===== config.mk =====
export PLATFORM = sky130hd
export DESIGN_NAME = tt_uio_pattern_tester
export DESIGN_NICKNAME = d
export VERILOG_FILES = /design/src/rtl/tt_uio_pattern_tester.sv
export SDC_FILE = /design/constraint.sdc
export NUM_CORES = 1
export LEC_CHECK = 0
export CAP_MARGIN = 20
export CORE_MARGIN = 3
export CORE_UTILIZATION = 37
export DETAILED_ROUTE_END_ITERATION = 12
export PLACE_DENSITY = 0.57
export RECOVER_POWER = 100
export SETUP_SLACK_MARGIN = 0.02
export SYNTH_ARGS = -nofsm -noshare
export SYNTH_HDL_FRONTEND = slang
export SYNTH_SLANG_ARGS = --single-unit
export TNS_END_PERCENT = 20

===== constraint.sdc =====
create_clock -name clk -period 2.7 [get_ports clk]
set_input_delay 0.675 -clock clk [delete_from_list [all_inputs] [get_ports clk]]
set_output_delay 0.675 -clock clk [all_outputs]
set_load 0.1 [all_outputs]

===== src/rtl/tt_uio_pattern_tester.sv =====
// -----------------------------------------------------------------------------
// tt_uio_pattern_tester
//
// Purpose:
//   Programmable driver and loopback checker for the uio pad bank. When it is
//   idle, or when mode is off, it behaves like the plain all-inputs tie-off
//   (uio_out=0, uio_oe=0). When it is started, it drives a pattern under a
//   per-bit output-enable mask. The pattern is a counter, a walking one or an
//   LFSR, and it advances once per prescaler period. At each step the returning
//   uio_in is compared with the pattern being driven, and mismatches are
//   counted in a saturating counter.
//
// Ports:
//   clk        clock
//   rst_n      asynchronous active-low reset
//   ena_i      0 = pause (prescaler, pattern and checker frozen)
//   run_i      level: 1 = generate/check, 0 = return to idle (beats ena_i)
//   mode_i     00 off, 01 counter, 10 walking-one, 11 LFSR (latched at start)
//   div_i      prescaler reload; one step every div+1 enabled clocks (latched)
//   oe_mask_i  bits to drive and to check (latched)
//   uio_in_i   pad input path (loopback)
//   uio_out_o  registered pattern
//   uio_oe_o   registered output enable
//   err_cnt_o  saturating mismatch count
//   busy_o     1 while running or paused
//   match_o    result of the most recent compare (1 = no mismatch)
// -----------------------------------------------------------------------------
module tt_uio_pattern_tester #(
  parameter int               WIDTH     = 8,
  parameter int               DIV_W     = 4,
  parameter int               ERR_W     = 8,
  parameter logic [WIDTH-1:0] LFSR_TAPS = 8'hB8
) (
  input  logic             clk,
  input  logic             rst_n,
  input  logic             ena_i,
  input  logic             run_i,
  input  logic [1:0]       mode_i,
  input  logic [DIV_W-1:0] div_i,
  input  logic [WIDTH-1:0] oe_mask_i,
  input  logic [WIDTH-1:0] uio_in_i,
  output logic [WIDTH-1:0] uio_out_o,
  output logic [WIDTH-1:0] uio_oe_o,
  output logic [ERR_W-1:0] err_cnt_o,
  output logic             busy_o,
  output logic             match_o
);

  typedef enum logic [1:0] {
    ST_IDLE  = 2'd0,
    ST_RUN   = 2'd1,
    ST_PAUSE = 2'd2
  } state_t;

  localparam logic [1:0] MODE_OFF  = 2'b00;
  localparam logic [1:0] MODE_CNT  = 2'b01;
  localparam logic [1:0] MODE_WALK = 2'b10;
  localparam logic [1:0] MODE_LFSR = 2'b11;

  state_t           state_q;
  logic [1:0]       mode_q;
  logic [DIV_W-1:0] div_q;
  logic [WIDTH-1:0] mask_q;
  logic [DIV_W-1:0] presc_q;
  logic [WIDTH-1:0] uio_out_q;
  logic [WIDTH-1:0] uio_oe_q;
  logic [ERR_W-1:0] err_q;
  logic             busy_q;
  logic             match_q;

  logic [WIDTH-1:0] seed_d;
  logic [WIDTH-1:0] step_d;
  logic [WIDTH-1:0] diff_bits_d;
  logic             mismatch_d;
  logic             tick_d;
  logic             check_en_d;

  // Seed depends on the requested mode, because it is loaded on the start edge.
  always_comb begin
    seed_d = {{(WIDTH-1){1'b0}}, 1'b1};
    if (mode_i == MODE_CNT) seed_d = '0;
  end

  // Next pattern, chosen by the latched mode.
  always_comb begin
    step_d = uio_out_q;
    case (mode_q)
      MODE_CNT:  step_d = uio_out_q + {{(WIDTH-1){1'b0}}, 1'b1};
      MODE_WALK: step_d = {uio_out_q[WIDTH-2:0], uio_out_q[WIDTH-1]};
      MODE_LFSR: step_d = (uio_out_q >> 1) ^ (uio_out_q[0] ? LFSR_TAPS : '0);
      default:   step_d = uio_out_q;
    endcase
  end

  // Per-bit loopback compare. Bits outside the mask are ignored.
  for (genvar gi = 0; gi < WIDTH; gi++) begin : g_cmp
    assign diff_bits_d[gi] = (uio_in_i[gi] ^ uio_out_q[gi]) & mask_q[gi];
  end
  assign mismatch_d = |diff_bits_d;

  assign tick_d = (presc_q == '0);
  // With div 0 or 1 the pads get too little settle time, so checking is skipped.
  assign check_en_d = (div_q > {{(DIV_W-1){1'b0}}, 1'b1});

  always_ff @(posedge clk or negedge rst_n) begin
    if (!rst_n) begin
      state_q   <= ST_IDLE;
      mode_q    <= MODE_OFF;
      div_q     <= '0;
      mask_q    <= '0;
      presc_q   <= '0;
      uio_out_q <= '0;
      uio_oe_q  <= '0;
      err_q     <= '0;
      busy_q    <= 1'b0;
      match_q   <= 1'b1;
    end else begin
      case (state_q)
        ST_IDLE: begin
          // mode 00 keeps the block in the legacy tie-off state.
          if (run_i && (mode_i != MODE_OFF)) begin
            state_q   <= ST_RUN;
            mode_q    <= mode_i;
            div_q     <= div_i;
            mask_q    <= oe_mask_i;
            presc_q   <= div_i;
            uio_out_q <= seed_d;
            uio_oe_q  <= oe_mask_i;
            err_q     <= '0;
            busy_q    <= 1'b1;
            match_q   <= 1'b1;
          end
        end

        ST_RUN, ST_PAUSE: begin
          if (!run_i) begin
            // err_q and match_q are kept so the result can be read after the run.
            state_q   <= ST_IDLE;
            uio_out_q <= '0;
            uio_oe_q  <= '0;
            busy_q    <= 1'b0;
          end else if (!ena_i) begin
            state_q <= ST_PAUSE;
          end else begin
            // An enabled clock counts whether the previous cycle was paused or
            // not, so a pause only removes cycles and never shifts a step.
            state_q <= ST_RUN;
            if (tick_d) begin
              presc_q   <= div_q;
              uio_out_q <= step_d;
              if (check_en_d) begin
                match_q <= !mismatch_d;
                if (mismatch_d && (err_q != {ERR_W{1'b1}})) begin
                  err_q <= err_q + {{(ERR_W-1){1'b0}}, 1'b1};
                end
              end
            end else begin
              presc_q <= presc_q - {{(DIV_W-1){1'b0}}, 1'b1};
            end
          end
        end

        default: state_q <= ST_IDLE;
      endcase
    end
  end

  assign uio_out_o = uio_out_q;
  assign uio_oe_o  = uio_oe_q;
  assign err_cnt_o = err_q;
  assign busy_o    = busy_q;
  assign match_o   = match_q;

endmodule


* Yosys cells after proc, flatten, opt, wreduce, memory -nomap -nowiden *
Cells that the tools add are included.

storage, ports and cells
  register bits after elaboration = 46
  bits of input ports = 26
  output and inout bits = 26
  word-level logic and storage cells = 98

operators by class
  add/sub/neg operators = 3
  $lt $le $gt $ge = 1
  equality and inequality tests = 17
  muxes and demuxes = 35
  bitwise gates (word level) = 17
  reduce and logical (&&, ||, !) cells = 15

operators by type and width
  operator             count
  $mux 8               13
  $pmux 8 s2           3
  $pmux 8 s3           1
  $add 8x1->8 const B  2
  $mux 4               4
  $ne 2x2->1 const B   7
  $and 1x1->1          8
  $ne 8x8->1 const B   1
  $pmux 4 s2           1
  $reduce_or 8->1      1
  $xor 1x1->1          8
  $xor 7x8->8          1
  $mux 1               7
  $reduce_and 7->1     1
  $eq 2x1->1 const B   3
  $eq 2x2->1 const B   3
  $mux 2               3
  $ne 3x3->1 const B   2
  $reduce_and 6->1     1
  $ne 5x2->1 const B   1
  $reduce_and 5->1     1
  $gt 4x1->1 const B   1
  $logic_not 4->1      1
  $pmux 1 s2           2
  10 further kinds     12

* Logic depth before layout (Yosys ltp) *
  word-level depth = 10
  depth in mapped cells = 9
  depth with buffers taken out = 7

* Worst setup path before layout *
No wires, ideal clock.

  path kind = flip-flop to flip-flop
  start = register uio_out_q[2] (netlist: uio_out_o[2])
  end = register err_q[6] (netlist: err_cnt_o[6])
  library setup time = 164 ps
  arrival = 2188 ps
  data required time = 2536 ps
  setup slack = 348 ps
  stages on the path, launching flop included = 8
  buffers on the path = 2
  clock period less this slack = 2352 ps
  cell sequence = dfrtp_1 > clkbuf_1 > xor2_1 > a22oi_1 > and4_1 > buf_6 > o311ai_0 > o41ai_1

between the ends
  longest elaborated chain between the ends = 6

ends and longest elaborated chain
  item                               line  source
  start, declared                    65    logic [WIDTH-1:0] uio_out_q;
  start signal, assigned             150   uio_out_q <= step_d;
  $xor 1x1->1                        97    assign diff_bits_d[gi] = (uio_in_i[gi] ^ uio_out_q[gi]) & mask_q[gi];
  $and 1x1->1                        97
  $reduce_or 8->1                    99    assign mismatch_d = |diff_bits_d;
  $logic_and 1x1->1                  153   if (mismatch_d && (err_q != {ERR_W{1'b1}})) begin
  $ne 2x2->1 (no source line)        n/a
  $reduce_and 7->1 (no source line)  n/a
  end signal, assigned               154   err_q <= err_q + {{(ERR_W-1){1'b0}}, 1'b1};
  end, declared                      67    logic [ERR_W-1:0] err_q;

No other way between the ends.
A chain may end at the register's enable or synchronous reset.

* Worst setup path after layout *
  start = register presc_q[0]
  end = register err_q[0] (netlist: err_cnt_o[0])

between the ends
  longest elaborated chain between the ends = 3

ends and longest elaborated chain
  item                               line  source
  start, declared                    64    logic [DIV_W-1:0] presc_q;
  start signal, assigned             126   presc_q <= div_i;
  start signal, assigned             149   presc_q <= div_q;
  start signal, assigned             158   presc_q <= presc_q - {{(DIV_W-1){1'b0}}, 1'b1};
  $logic_not 4->1                    101   assign tick_d = (presc_q == '0);
  $ne 2x2->1 (no source line)        n/a
  $reduce_and 7->1 (no source line)  n/a

No other way between the ends.

==> results.md <==
- The run finished with clean final reports.
- For the pin with the worst max-slew slack, the measured transition is 1.17 ns.
- The data arrival time of the critical path is ~2.7 ns.
- The initial antenna violation count was 0.
- The total number of yosys warnings is 0.
- The largest net degree at the start of global routing is 47.
- The CTS tree is built.
- The worst slew slack as a fraction of its limit is between 20% and 30%.
- The library cells used most frequently in the layout, excluding fill and tap cells, are 45 x sky130_fd_sc_hd__dfrtp_1, 23 x sky130_fd_sc_hd__clkdlybuf4s50_1, 22 x sky130_fd_sc_hd__nand2_1, 22 x sky130_fd_sc_hd__clkbuf_1.
- The count of nets after finishing is 355.
- The element type at the critical path end is a flip-flop.
- The worst setup path is launched from a flip-flop.
- The clock edge transition at the registers on the reported setup and hold paths is ~0.090 ns.
- Along the worst path, the maximum fanout reaches 8.
- The storage element area is 1150 µm².
- The floorplan step defined a die boundary enclosing roughly 8200 µm².
- The number of max-slew violations in the final report came to 0.
- The residual DRC count is 0.
- The max-capacitance violation count is 0.
- The most frequent standard cell in the layout excluding fill and tap cells is sky130_fd_sc_hd__dfrtp_1.
- The via count of the first global-routing pass is 2,223.
- In the synthesized netlist the dominant register cell turns out to be sky130_fd_sc_hd__dfrtp_1.
- The count of hold buffers inserted by post-cts repair is 0.
- The proportion of layout cells with a drive suffix above 1 is approximately an eighth.
- The startpoint of the most critical hold path is busy_o.
- The number of detailed-routing iterations run before antenna repair is 4.
- The share of the Yosys chip area taken by registers is a little over two fifths.
- The number of synthesized register bits is 46.
- The synthesized design contains 0 enable-type register cells.
- The setup-violating endpoint count in the final report is 0.
- The fill cell total of the finished layout is 710.
- The die is about 90 µm wide.
- The critical path in this run is classified as flip-flop to flip-flop.
- The clock reaches the later pin of the worst-skew pair after around 0.30 ns.
- After synthesis, the share of flip-flops with an asynchronous set or reset is 100%.
- On the final layout, the worst clock skew is 0.00607 ns.
- Adding up every negative setup slack in the final design gives 0 ns.
- Once the floorplan was initialized, standard cells occupied between 30% and 40% of the core.
- The congestion estimate from routability-driven global placement came to roughly 0.83.
- During I/O placement, the number of pins put on the boundary was 52.
- The clock net sink count is 46.
- The ratio of total power to cell area is around 1100 nW/µm².
- The post-route minimum period is approximately 2.4 ns.
- Setup repair after global routing left no endpoint under its margin.
- The startpoint identified for the worst register-to-register timing path is presc_q[0].
- The repair_antennas step left the layout with diodes totalling 0.
- The number of standard cells after synthesis is 269.
- Counting the buffers created by CTS gives 5.
- IR analysis of the VDD net gives a maximum drop of ~0.00053 V.
- In the final layout, the multi-input gates occupy between 1000 and 1500 µm².
- Compared with the post-synthesis result, the final layout area differs by 20.4%.
- CTS built an H-tree with a depth of 2.
- The maximum frequency from static timing analysis is 411 MHz.
- The path class of the tightest hold or removal check is flip-flop to flip-flop.
- The final routed wire length divided by cell count is approximately 15 µm.
- The static power due to leakage is 1.33 nW.
- The y dimension of the die is 90.4 µm.
- The number of buffer cells added on primary ports is around 50.
- The detailed router placed ~2.3k vias in this run.
- Yosys mapped the design onto roughly 50 distinct sky130hd cell types.
- The detailed placement HPWL is 4.70 mm.
- The total grt overflow is 0.
- The number of setup buffers added after CTS is 0.
- The average instance in the mapped netlist occupies around 9.8 µm².
- The number of hold violations in the final report is 0.
- After detailed routing, the total wire length is approximately 6.4 mm.
- The clock tree buffer depth is 2.
- Including well taps, the total number of placed cells is about 410.
- The DRC marker count from the first detailed-route iteration is 56.
- The count of instances resized after the clock tree is built is 0.
- The net count after synthesis is 300.
- The worst setup path startpoint is presc_q[0].
- In this run the clock root is driven by a sky130_fd_sc_hd__clkbuf_8.
- The floorplan has 30 rows.
- The area of the core region is roughly 6900 µm².
- The part of the cycle the worst path needs is between 90% and 100%.
- The detail route stage leaves a number of antenna-violating nets equal to 0.
- For the worst setup path, the data required time is 2.94 ns.
- The number of standard cells in the final layout excluding fillers is about 420.
- The first global-routing pass estimated between 10 and 15 mm of wire.
- Across every metal layer, demand over resource in global routing totals between 15 and 20%.
- The cell area after technology mapping is 2640 µm².
- The via density per instance is approximately 5.4.
## per-layer routing
| layer | global-route usage, % | share of wire (%) | vias up |
|---|---|---|---|
| met5 | 0 | 0 | - |
| met4 | 4.21 | 0.84 | 0 |
| met3 | 4.00 | 5.3 | 7 |
| met2 | 26.3 | 48 | 48 |
| met1 | 20.6 | 46 | 1091 |
| li1 | - | - | 1108 |
## worst max-delay path, stage by stage, from the launching register on
cell	delay, ns
sky130_fd_sc_hd__dfrtp_1	0.44
sky130_fd_sc_hd__inv_1	0.08
sky130_fd_sc_hd__ha_1	0.22
sky130_fd_sc_hd__or3b_1	0.53
sky130_fd_sc_hd__nor3_4	0.26
sky130_fd_sc_hd__o21ai_1	0.18
sky130_fd_sc_hd__or4_1	0.57
sky130_fd_sc_hd__nand3_1	0.08
## power by group
group          internal (mW)  leakage (nW)  switching [mW]
Combinational          0.617         0.686            1.25
Clock                  0.273        0.0579           0.243
Sequential             0.925         0.586           0.276
## synthesized netlist by cell type, drive strengths merged, types with 2 or more instances
master / instances / area, µm²
dfrtp: 45 / 1130
nand2: 22 / 82.6
a21oi: 18 / 90.1
nor2: 18 / 67.6
mux2: 16 / 180
o21ai: 16 / 83.8
inv: 11 / 41.3
clkbuf: 9 / 33.8
xor2: 9 / 78.8
a22o: 8 / 70.1
nor3: 8 / 51.3
o31ai: 8 / 60.1
a22oi: 7 / 52.6
nand3: 7 / 35.0
o211ai: 6 / 45.0
o22ai: 6 / 37.5
ha: 5 / 62.6
buf: 4 / 38.8
nand2b: 4 / 25.0
or3: 4 / 25.0
mux2i: 3 / 30.0
o311ai: 3 / 26.3
xnor2: 3 / 26.3
a211o: 2 / 17.5
and2: 2 / 12.5
and3: 2 / 12.5
and4: 2 / 17.5
nand4: 2 / 12.5
or4: 2 / 15.0
## final cells by class
class | instances | area share [%]
clock buffer | 5 | 2.17
clock inverter | 3 | 1.26
inverter | 11 | 1.30
multi-input combinational | 198 | 42.0
sequential | 46 | 36.3
tap | 96 | 3.79
timing repair buffer | 62 | 13.1
## final timing paths
| kind | end | slack, ns | depth (start not counted) |
|---|---|---|---|
| max | err_cnt_o[0] | 0.27 | 7 |
| min | busy_o | 0.49 | 1 |
| max reg2reg | err_cnt_o[0] | 0.27 | 7 |
| min reg2reg | busy_o | 0.49 | 1 |
| max in group asynchronous | mask_q[2] | 1.32 | 2 |
| min in group asynchronous | err_cnt_o[6] | 0.68 | 2 |
## through the flow
stage	util (%)	instance area (µm²)	power, mW	hold WS (ns)	worst slack (ns)
after floorplan	-	2640	2.79	0.379	0.348
after global placement	46.2	3170	3.16	0.468	0.135
after detailed placement	46.2	3170	3.19	0.470	0.111
after CTS	47.8	3280	3.71	0.482	0.333
after global routing	46.2	3170	3.85	0.519	0.103
final	46.2	3170	3.59	0.486	0.270
## logic make-up (layout without fill, tap and decap cells)
group / count (synthesis) / count (layout) / synth area share, %
compound gates: 83 / 83 / 21.2
xor+xnor: 12 / 12 / 3.99
buf+inv: 25 / 81 / 5.55
fa+ha+maj: 5 / 5 / 2.37
flops: 46 / 46 / 43.7
mux: 19 / 19 / 7.97
simple gates: 79 / 79 / 15.2
## flip-flops by register name, indices dropped and copies added, names as in the netlist
| signal | count |
|---|---|
| uio_oe_o | 8 |
| busy_o | 1 |
| mask_q | 8 |
| match_o | 1 |
| mode_q | 2 |
| err_cnt_o | 8 |
| uio_out_o | 8 |
| div_q | 4 |
| state_q | 2 |
| presc_q | 4 |
Power figures use the tool's default switching activity.
